### config.mk
export PLATFORM = sky130hd
export DESIGN_NAME = locked_restoring_divider16
export DESIGN_NICKNAME = d
export VERILOG_FILES = /design/src/rtl/locked_div_pkg.sv /design/src/rtl/div_step.sv /design/src/rtl/locked_restoring_divider16.sv
export SDC_FILE = /design/constraint.sdc
export NUM_CORES = 1
export LEC_CHECK = 0
export CORE_UTILIZATION = 30
export DETAILED_ROUTE_END_ITERATION = 8
export PLACE_DENSITY = 0.53
export SLEW_MARGIN = 10
export SYNTH_ARGS = -nofsm -noshare
export SYNTH_HDL_FRONTEND = slang
export SYNTH_SLANG_ARGS = --single-unit
### constraint.sdc
create_clock -name clk_i -period 4.04 [get_ports clk_i]
set_input_delay 1.212 -clock clk_i [delete_from_list [all_inputs] [get_ports clk_i]]
set_output_delay 1.212 -clock clk_i [all_outputs]
set_load 0.01 [all_outputs]
### src/rtl/locked_div_pkg.sv
// Shared types and constants for the key-locked restoring divider.
//   state_e     : divider FSM states
//   DIVIDEND_W  : dividend / quotient width
//   DIVISOR_W   : divisor / remainder width
//   KEY_W       : lock key width
//   KEY_CORRECT : unlocking key (lock error = key ^ KEY_CORRECT)
//   key_mask()  : expands the upper lock-error byte into the quotient mask
package locked_div_pkg;

  localparam int unsigned DIVIDEND_W = 16;
  localparam int unsigned DIVISOR_W  = 8;
  localparam int unsigned KEY_W      = 16;

  localparam logic [KEY_W-1:0] KEY_CORRECT = 16'hB327;

  typedef enum logic [1:0] {
    StIdle,
    StCalc,
    StDone
  } state_e;

  // Upper lock-error byte replicated across the quotient.
  function automatic logic [DIVIDEND_W-1:0] key_mask(input logic [DIVISOR_W-1:0] hi);
    return {hi, hi};
  endfunction

endpackage

### src/rtl/div_step.sv
// One combinational restoring-division iteration.
//   r_i      : partial remainder in
//   q_i      : shifting dividend / quotient register in
//   d_i      : effective divisor
//   r_o      : partial remainder out
//   q_o      : dividend / quotient register out (new quotient bit in LSB)
module div_step
  import locked_div_pkg::*;
(
  input  logic [DIVISOR_W-1:0]  r_i,
  input  logic [DIVIDEND_W-1:0] q_i,
  input  logic [DIVISOR_W-1:0]  d_i,
  output logic [DIVISOR_W-1:0]  r_o,
  output logic [DIVIDEND_W-1:0] q_o
);

  // One extra bit so the shifted remainder never overflows before the compare.
  logic [DIVISOR_W:0] r9;
  logic [DIVISOR_W:0] diff;
  logic               ge;

  always_comb begin
    r9   = {r_i, q_i[DIVIDEND_W-1]};
    ge   = (r9 >= {1'b0, d_i});
    diff = r9 - {1'b0, d_i};
    r_o  = ge ? diff[DIVISOR_W-1:0] : r9[DIVISOR_W-1:0];
    q_o  = {q_i[DIVIDEND_W-2:0], ge};
  end

endmodule

### src/rtl/locked_restoring_divider16.sv
// Key-locked sequential restoring divider, 16-bit dividend / 8-bit divisor.
// A wrong key XORs the low lock-error byte into the divisor and the high byte
// (replicated) into the quotient, so corrupted results are fully predictable.
//   clk_i         : clock, rising edge
//   rst_i         : synchronous active-high reset
//   start_i       : request, accepted when not busy (IDLE or DONE)
//   dividend_i    : dividend, sampled on accept
//   divisor_i     : divisor, sampled on accept
//   keyinput      : lock key, sampled on accept
//   busy_o        : iteration in progress
//   done_o        : one-cycle pulse, results valid
//   quotient_o    : key-masked quotient, held until the next result
//   remainder_o   : remainder, held until the next result
//   div_by_zero_o : effective divisor was zero
module locked_restoring_divider16
  import locked_div_pkg::*;
#(
  parameter logic [KEY_W-1:0] KEY_CORRECT = locked_div_pkg::KEY_CORRECT,
  parameter int unsigned      ITER        = DIVIDEND_W
) (
  input  logic                  clk_i,
  input  logic                  rst_i,
  input  logic                  start_i,
  input  logic [DIVIDEND_W-1:0] dividend_i,
  input  logic [DIVISOR_W-1:0]  divisor_i,
  input  logic [KEY_W-1:0]      keyinput,
  output logic                  busy_o,
  output logic                  done_o,
  output logic [DIVIDEND_W-1:0] quotient_o,
  output logic [DIVISOR_W-1:0]  remainder_o,
  output logic                  div_by_zero_o
);

  localparam int unsigned CntW = (ITER > 1) ? $clog2(ITER) : 1;
  localparam logic [CntW-1:0] LastCnt = CntW'(ITER - 1);

  state_e                state_q, state_d;
  logic [CntW-1:0]       cnt_q, cnt_d;
  logic [DIVISOR_W-1:0]  r_q, r_d;
  logic [DIVIDEND_W-1:0] q_q, q_d;
  logic [DIVISOR_W-1:0]  d_q, d_d;
  logic [DIVISOR_W-1:0]  mask_q, mask_d;
  logic [DIVIDEND_W-1:0] quot_q, quot_d;
  logic [DIVISOR_W-1:0]  rem_q, rem_d;
  logic                  dbz_q, dbz_d;

  logic [KEY_W-1:0]      lock_err;
  logic [DIVISOR_W-1:0]  d_in;
  logic [DIVISOR_W-1:0]  r_step;
  logic [DIVIDEND_W-1:0] q_step;

  div_step u_div_step (
    .r_i (r_q),
    .q_i (q_q),
    .d_i (d_q),
    .r_o (r_step),
    .q_o (q_step)
  );

  always_comb begin
    state_d  = state_q;
    cnt_d    = cnt_q;
    r_d      = r_q;
    q_d      = q_q;
    d_d      = d_q;
    mask_d   = mask_q;
    quot_d   = quot_q;
    rem_d    = rem_q;
    dbz_d    = dbz_q;
    lock_err = keyinput ^ KEY_CORRECT;
    d_in     = divisor_i ^ lock_err[DIVISOR_W-1:0];

    unique case (state_q)
      // DONE accepts exactly like IDLE so operations can run back to back.
      StIdle, StDone: begin
        state_d = StIdle;
        if (start_i) begin
          mask_d = lock_err[KEY_W-1:KEY_W-DIVISOR_W];
          d_d    = d_in;
          dbz_d  = (d_in == '0);
          if (d_in == '0) begin
            // Zero divisor skips iteration; quotient is all-ones, unmasked.
            state_d = StDone;
            quot_d  = '1;
            rem_d   = dividend_i[DIVISOR_W-1:0];
          end else begin
            state_d = StCalc;
            cnt_d   = '0;
            r_d     = '0;
            q_d     = dividend_i;
          end
        end
      end
      StCalc: begin
        r_d   = r_step;
        q_d   = q_step;
        cnt_d = cnt_q + CntW'(1);
        if (cnt_q == LastCnt) begin
          state_d = StDone;
          quot_d  = q_step ^ key_mask(mask_q);
          rem_d   = r_step;
        end
      end
      default: state_d = StIdle;
    endcase
  end

  always_ff @(posedge clk_i) begin
    if (rst_i) begin
      state_q <= StIdle;
      cnt_q   <= '0;
      r_q     <= '0;
      q_q     <= '0;
      d_q     <= '0;
      mask_q  <= '0;
      quot_q  <= '0;
      rem_q   <= '0;
      dbz_q   <= 1'b0;
    end else begin
      state_q <= state_d;
      cnt_q   <= cnt_d;
      r_q     <= r_d;
      q_q     <= q_d;
      d_q     <= d_d;
      mask_q  <= mask_d;
      quot_q  <= quot_d;
      rem_q   <= rem_d;
      dbz_q   <= dbz_d;
    end
  end

  assign busy_o        = (state_q == StCalc);
  assign done_o        = (state_q == StDone);
  assign quotient_o    = quot_q;
  assign remainder_o   = rem_q;
  assign div_by_zero_o = dbz_q;

endmodule
== Yosys cells after proc, flatten, opt, wreduce, memory -nomap -nowiden ==
Cells that the tools add are included.

* Bits of input ports: 43
* Word-level logic and storage cells: 51
* Register bits after elaboration: 71

* Reductions and logical operators: 7
* Bitwise operators: 3
* Add/subtract/negate cells: 2
* Equal/unequal tests: 7
* $lt $le $gt $ge: 1
* Multiplexer cells: 22

{| class="wikitable"
|+ Operators with widths
! operator !! count
|-
| 16-bit 2-to-1 mux || 5
|-
| 16-bit case mux with 2 select lines || 2
|-
| 8-bit 2-to-1 mux || 6
|-
| 8-bit case mux with 2 select lines || 2
|-
| 16-bit XOR || 1
|-
| 9-bit by 8-bit greater-or-equal comparator with 1-bit output || 1
|-
| 9-bit NOT || 1
|-
| 8-bit logical NOT || 1
|-
| 4-bit 2-to-1 mux || 2
|-
| 4-bit case mux with 2 select lines || 1
|-
| 8-bit subtractor || 1
|-
| 8-bit XOR || 1
|-
| 2-bit 2-to-1 mux || 3
|-
| 2-bit != test, second input constant || 3
|-
| 4-bit by 1-bit adder with 4-bit output, second input constant || 1
|-
| 4-bit equality test, second input constant || 1
|-
| 2-bit case mux with 2 select lines || 1
|-
| 4-bit AND reduction || 1
|-
| 3-bit AND reduction || 1
|-
| 2-bit by 1-bit equality test with 1-bit output, second input constant || 1
|-
| 2-bit equality test, second input constant || 1
|-
| 2-bit logical NOT || 1
|-
| 2-bit by 1-bit != test with 1-bit output, second input constant || 1
|-
| 2-bit AND reduction || 1
|-
| other kinds (2) || 2
|}

== Depth between registers and ports, before layout ==
* Depth after elaboration: 6
* Gate-level depth with buffers: 10
* Gate-level depth less buffers: 10

== By module ==
Synthesis repeated with hierarchy kept, for this count alone.

* Cells, all modules: 410
* Area, all modules: 3786.1 um^2

{| class="wikitable"
|+ Modules (own cells, without submodules)
! module !! seq. area each (um^2) !! cells an instance !! times used !! area each (um^2)
|-
| locked_restoring_divider16 || 1421.4 || 328 || 1 || 3126.7
|-
| div_step || 0.0 || 82 || 1 || 659.4
|}

== Least setup slack after synthesis ==
Ideal clock, no wire load.

* Path type: input to register
* From: input port keyinput[6]
* To: register q_q[0]
* Stages on the path: 7
* Path slack: 1468 ps
* Setup time: 128 ps
* Required time: 3912 ps
* Arrival: 2445 ps
* Cell sequence: xor2_1 > nor4_2 > a21oi_1 > buf_6 > mux2_4 > a21oi_1 > nor2_1

* Word-level cells in the longest chain between the ends: 4

{| class="wikitable"
|+ RTL lines
! item !! RTL line !! RTL
|-
| start, declared || locked_restoring_divider16.sv:26 || <nowiki>input logic [KEY_W-1:0] keyinput,</nowiki>
|-
| 8-bit XOR || locked_restoring_divider16.sv:71 || <nowiki>d_in = divisor_i ^ lock_err[DIVISOR_W-1:0];</nowiki>
|-
| 8-bit logical NOT || locked_restoring_divider16.sv:81 || <nowiki>if (d_in == '0) begin</nowiki>
|-
| 2-bit != test (no source line) || - ||
|-
| 3-bit AND reduction (no source line) || - ||
|-
| end signal, assigned || locked_restoring_divider16.sv:123 || <nowiki>q_q <= q_d;</nowiki>
|-
| end, declared || locked_restoring_divider16.sv:40 || <nowiki>logic [DIVIDEND_W-1:0] q_q, q_d;</nowiki>
|}

Every way passes these cells.
A chain may end at the register's enable or synchronous reset.

== Worst setup path after layout ==
* From: register state_q[0]
* To: output port busy_o

* Word-level cells in the longest chain between the ends: 1

{| class="wikitable"
|+ RTL lines
! item !! RTL line !! RTL
|-
| start, declared || locked_restoring_divider16.sv:37 || <nowiki>state_e state_q, state_d;</nowiki>
|-
| start signal, assigned || locked_restoring_divider16.sv:110 || <nowiki>state_q <= StIdle;</nowiki>
|-
| start signal, assigned || locked_restoring_divider16.sv:120 || <nowiki>state_q <= state_d;</nowiki>
|-
| 2-bit by 1-bit equality test with 1-bit output || locked_restoring_divider16.sv:132 || <nowiki>assign busy_o = (state_q == StCalc);</nowiki>
|-
| end, declared || locked_restoring_divider16.sv:27 || <nowiki>output logic busy_o,</nowiki>
|}

Every way passes these cells.

==> metrics.csv <==
metric,value,unit
post-DP HPWL,6310,um
wire length per cell,14.4,um
DRC violations left,0,
Die Area,11800,um2
Pwr Density,470,nW/um2
H-tree Lvls,3,
hold depth,2,
worst reg2reg path depth,8,
max-cap violation count,0,
placer congestion estimate,0.786,
final setup vio count,0,
Layout Skew,0.0114,ns
Pre-Repair DR Iteration Count,5,
Ant. Diodes,0,
DR WL met3,460,um
clock latency on the worst-skew pair,0.34,ns
DRT antenna net count,0,
Port-buffer cells,69,
WS Path Type,flip-flop to primary output,
clk sinks,71,
GRT Util Overall,15.4,%
CP max FO,15,
clock root buffer,clkbuf_16,
Finished Layout Cells,596,
CTS Buf Count,9,
nets,504,
critical path startpoint category,flip-flop,
"Reg clk slew, reported paths",0.06,ns
placed cell count,580,
Synth cell types,41,
Post-synth ARST share,0,%
Area contributors post-synth,"dfxtp_1 (42%), nor2_1 (6.7%), a211oi_1 (6.6%)",
status,"complete, no violations",
Yosys top cell area share,41.8,%
Worst Hold Class,flip-flop to flip-flop,
Mapped Cells,391,
hold buffers post-CTS,0,
synth-to-layout area growth,33.0,%
Met1 Wirelength,4310,um
TNS Setup,0,ns
syn_nets,444,
sequential share of the synthesized area,41.8,%
Final Hold Fails,0,
vias per cell,4.89,
unrepaired setup endpoints after global routing,no,
Core Box Area,10900,um2
Starting Density,31.1,%
# rows,38,
Critical Path AT,1.94,ns
largest net degree at the start of global routing,42,
Fmax achieved,0.318,GHz
CTS resizes,0,
Tcrit/Tclk final,78.0,%
Max-slew headroom,56.0,%
Die W,108,um
CTS tree,yes,
CP endpoint kind,primary output,
Main synth FF type,dfxtp_1,
drt total wl,8600,um
Leak Pwr,1.65,nW
Worst Path Required,2.83,ns
largest area contributor in the netlist,dfxtp_1,
Worst-Margin Slew,0.660,ns
"FF+latch count, synth",71,
vias in the first global route,2770,
total gr overflow,0,
DR vias,2915,
Period minus WS final,3.15,ns
first-pass GRT wire length,14000,um
wire length on met2,3670,um
CTS max path bufs,2,
share of layout cells above drive strength 1,7.46,%
"EDFF count, synth",0,
maximum vdd drop,0.201,mV
initial antenna violation count,0,
DIE HEIGHT,108,um
Detailed Route Iter0 Violations,122,
DR top layer,met4,
Setup Buffers After CTS,0,
I/O Pins,70,
synthesized area,3400,um2
Yosys warning count,0,
syn avg cell area,8.69,um2
Final Max Tran Viols,0,
==> kinds of logic (layout without fill, tap and decap cells) <==
| logic type | Yosys count | count (layout) | share of synthesized area [%] |
|---|---|---|---|
| AO/OA/AOI/OAI | 104 | 104 | 21.1 |
| multiplexers | 18 | 18 | 5.52 |
| XOR/XNOR | 29 | 29 | 7.47 |
| buffers and inverters | 39 | 104 | 5.01 |
| flip-flops | 71 | 71 | 41.8 |
| AND/OR/NAND/NOR | 120 | 120 | 15.2 |
| adder cells (fa/ha/maj) | 10 | 10 | 3.90 |
==> path summary, 6_finish.rpt <==
kind / startpoint / endpoint / slack, ns
setup / recovery: state_q[0] / busy_o / 0.89
hold / removal: d_q[5] / d_q[5] / 0.46
setup reg to reg: d_q[2] / remainder_o[3] / 1.60
hold reg to reg: d_q[5] / d_q[5] / 0.46
==> worst max-delay path: stages, from the launching register on <==
cell and delay (ns):
dfxtp_1 0.44, nand2b_1 0.10, inv_1 0.41, clkdlybuf4s50_1 0.65
==> final cells by class <==
class / count / area [um2]
well taps: 140 / 175
clock buffers: 10 / 229
clock inverters: 6 / 93.8
multi-input cells: 281 / 1810
fillers: 1134 / 6410
repair buffers: 77 / 746
inverters: 11 / 41.3
flip-flops and latches: 71 / 1420
==> power by group <==
group	leakage, nW	switching (mW)	internal, mW	total [mW]
clock network	0.153	0.314	0.545	0.859
logic	0.919	0.254	0.221	0.475
registers	0.580	0.0434	0.746	0.790
==> through the flow <==
step                worst slack (ns)  hold slack [ns]  utilization [%]  total power, mW  cell area, um2
floorplan                       1.47            0.436                -             1.16            3400
global placement               0.749            0.446             38.4             1.27            4200
detailed placement             0.650            0.453             38.4             1.28            4200
CTS                            0.884            0.461             41.3             2.14            4520
global route                   0.783            0.474             41.3             2.23            4520
finish                         0.891            0.456             41.3             2.12            4520
==> registers in the layout, indices dropped and copies added (netlist names) <==
register	flops
mask_q	8
d_q	8
cnt_q	4
q_q	16
state_q	2
quotient_o	16
remainder_o	8
r_q	8
div_by_zero_o	1
==> cell usage in the layout (no fill, tap or decap), drive strengths merged, types with 2 or more instances in the layout <==
| cell | count |
|---|---|
| xor2 | 5 |
| o21ai | 9 |
| nor4 | 2 |
| a21oi | 33 |
| dfxtp | 71 |
| nand2 | 37 |
| nand3 | 4 |
| nand2b | 4 |
| mux2i | 15 |
| xnor2 | 24 |
| clkinv | 2 |
| nor2b | 4 |
| o21a | 2 |
| a221oi | 15 |
| inv | 12 |
| mux2 | 3 |
| bufinv | 2 |
| clkbuf | 10 |
| o211ai | 3 |
| clkdlybuf4s50 | 68 |
| a311oi | 4 |
| a211oi | 30 |
| and3 | 3 |
| nor2 | 62 |
| buf | 9 |
| nor3 | 2 |
| a21o | 2 |
| ha | 9 |
==> metal layers <==
metal	GRT usage, %	vias to the layer above
met5	0	-
met2	23.0	72
met4	5.89	0
met3	3.25	13
met1	21.6	1330
li1	-	1500
==> cells in the mapped netlist, types with 2 or more instances <==
library cell and n:
dfxtp_1 71, nor2_1 61, nand2_1 37, a21oi_1 33, a211oi_1 30, xnor2_1 24
clkbuf_1 21, a221oi_1 15, mux2i_1 15, inv_1 11, ha_1 9, o21ai_0 8
xor2_1 5, a311oi_1 4, nand2b_1 4, nor2b_1 4, and3_1 3, nand3_1 3
o211ai_1 3, a21o_1 2, buf_1 2, buf_4 2, buf_6 2, mux2_1 2
nor3_1 2, nor4_2 2, o21a_1 2
Power figures use the tool's default switching activity.
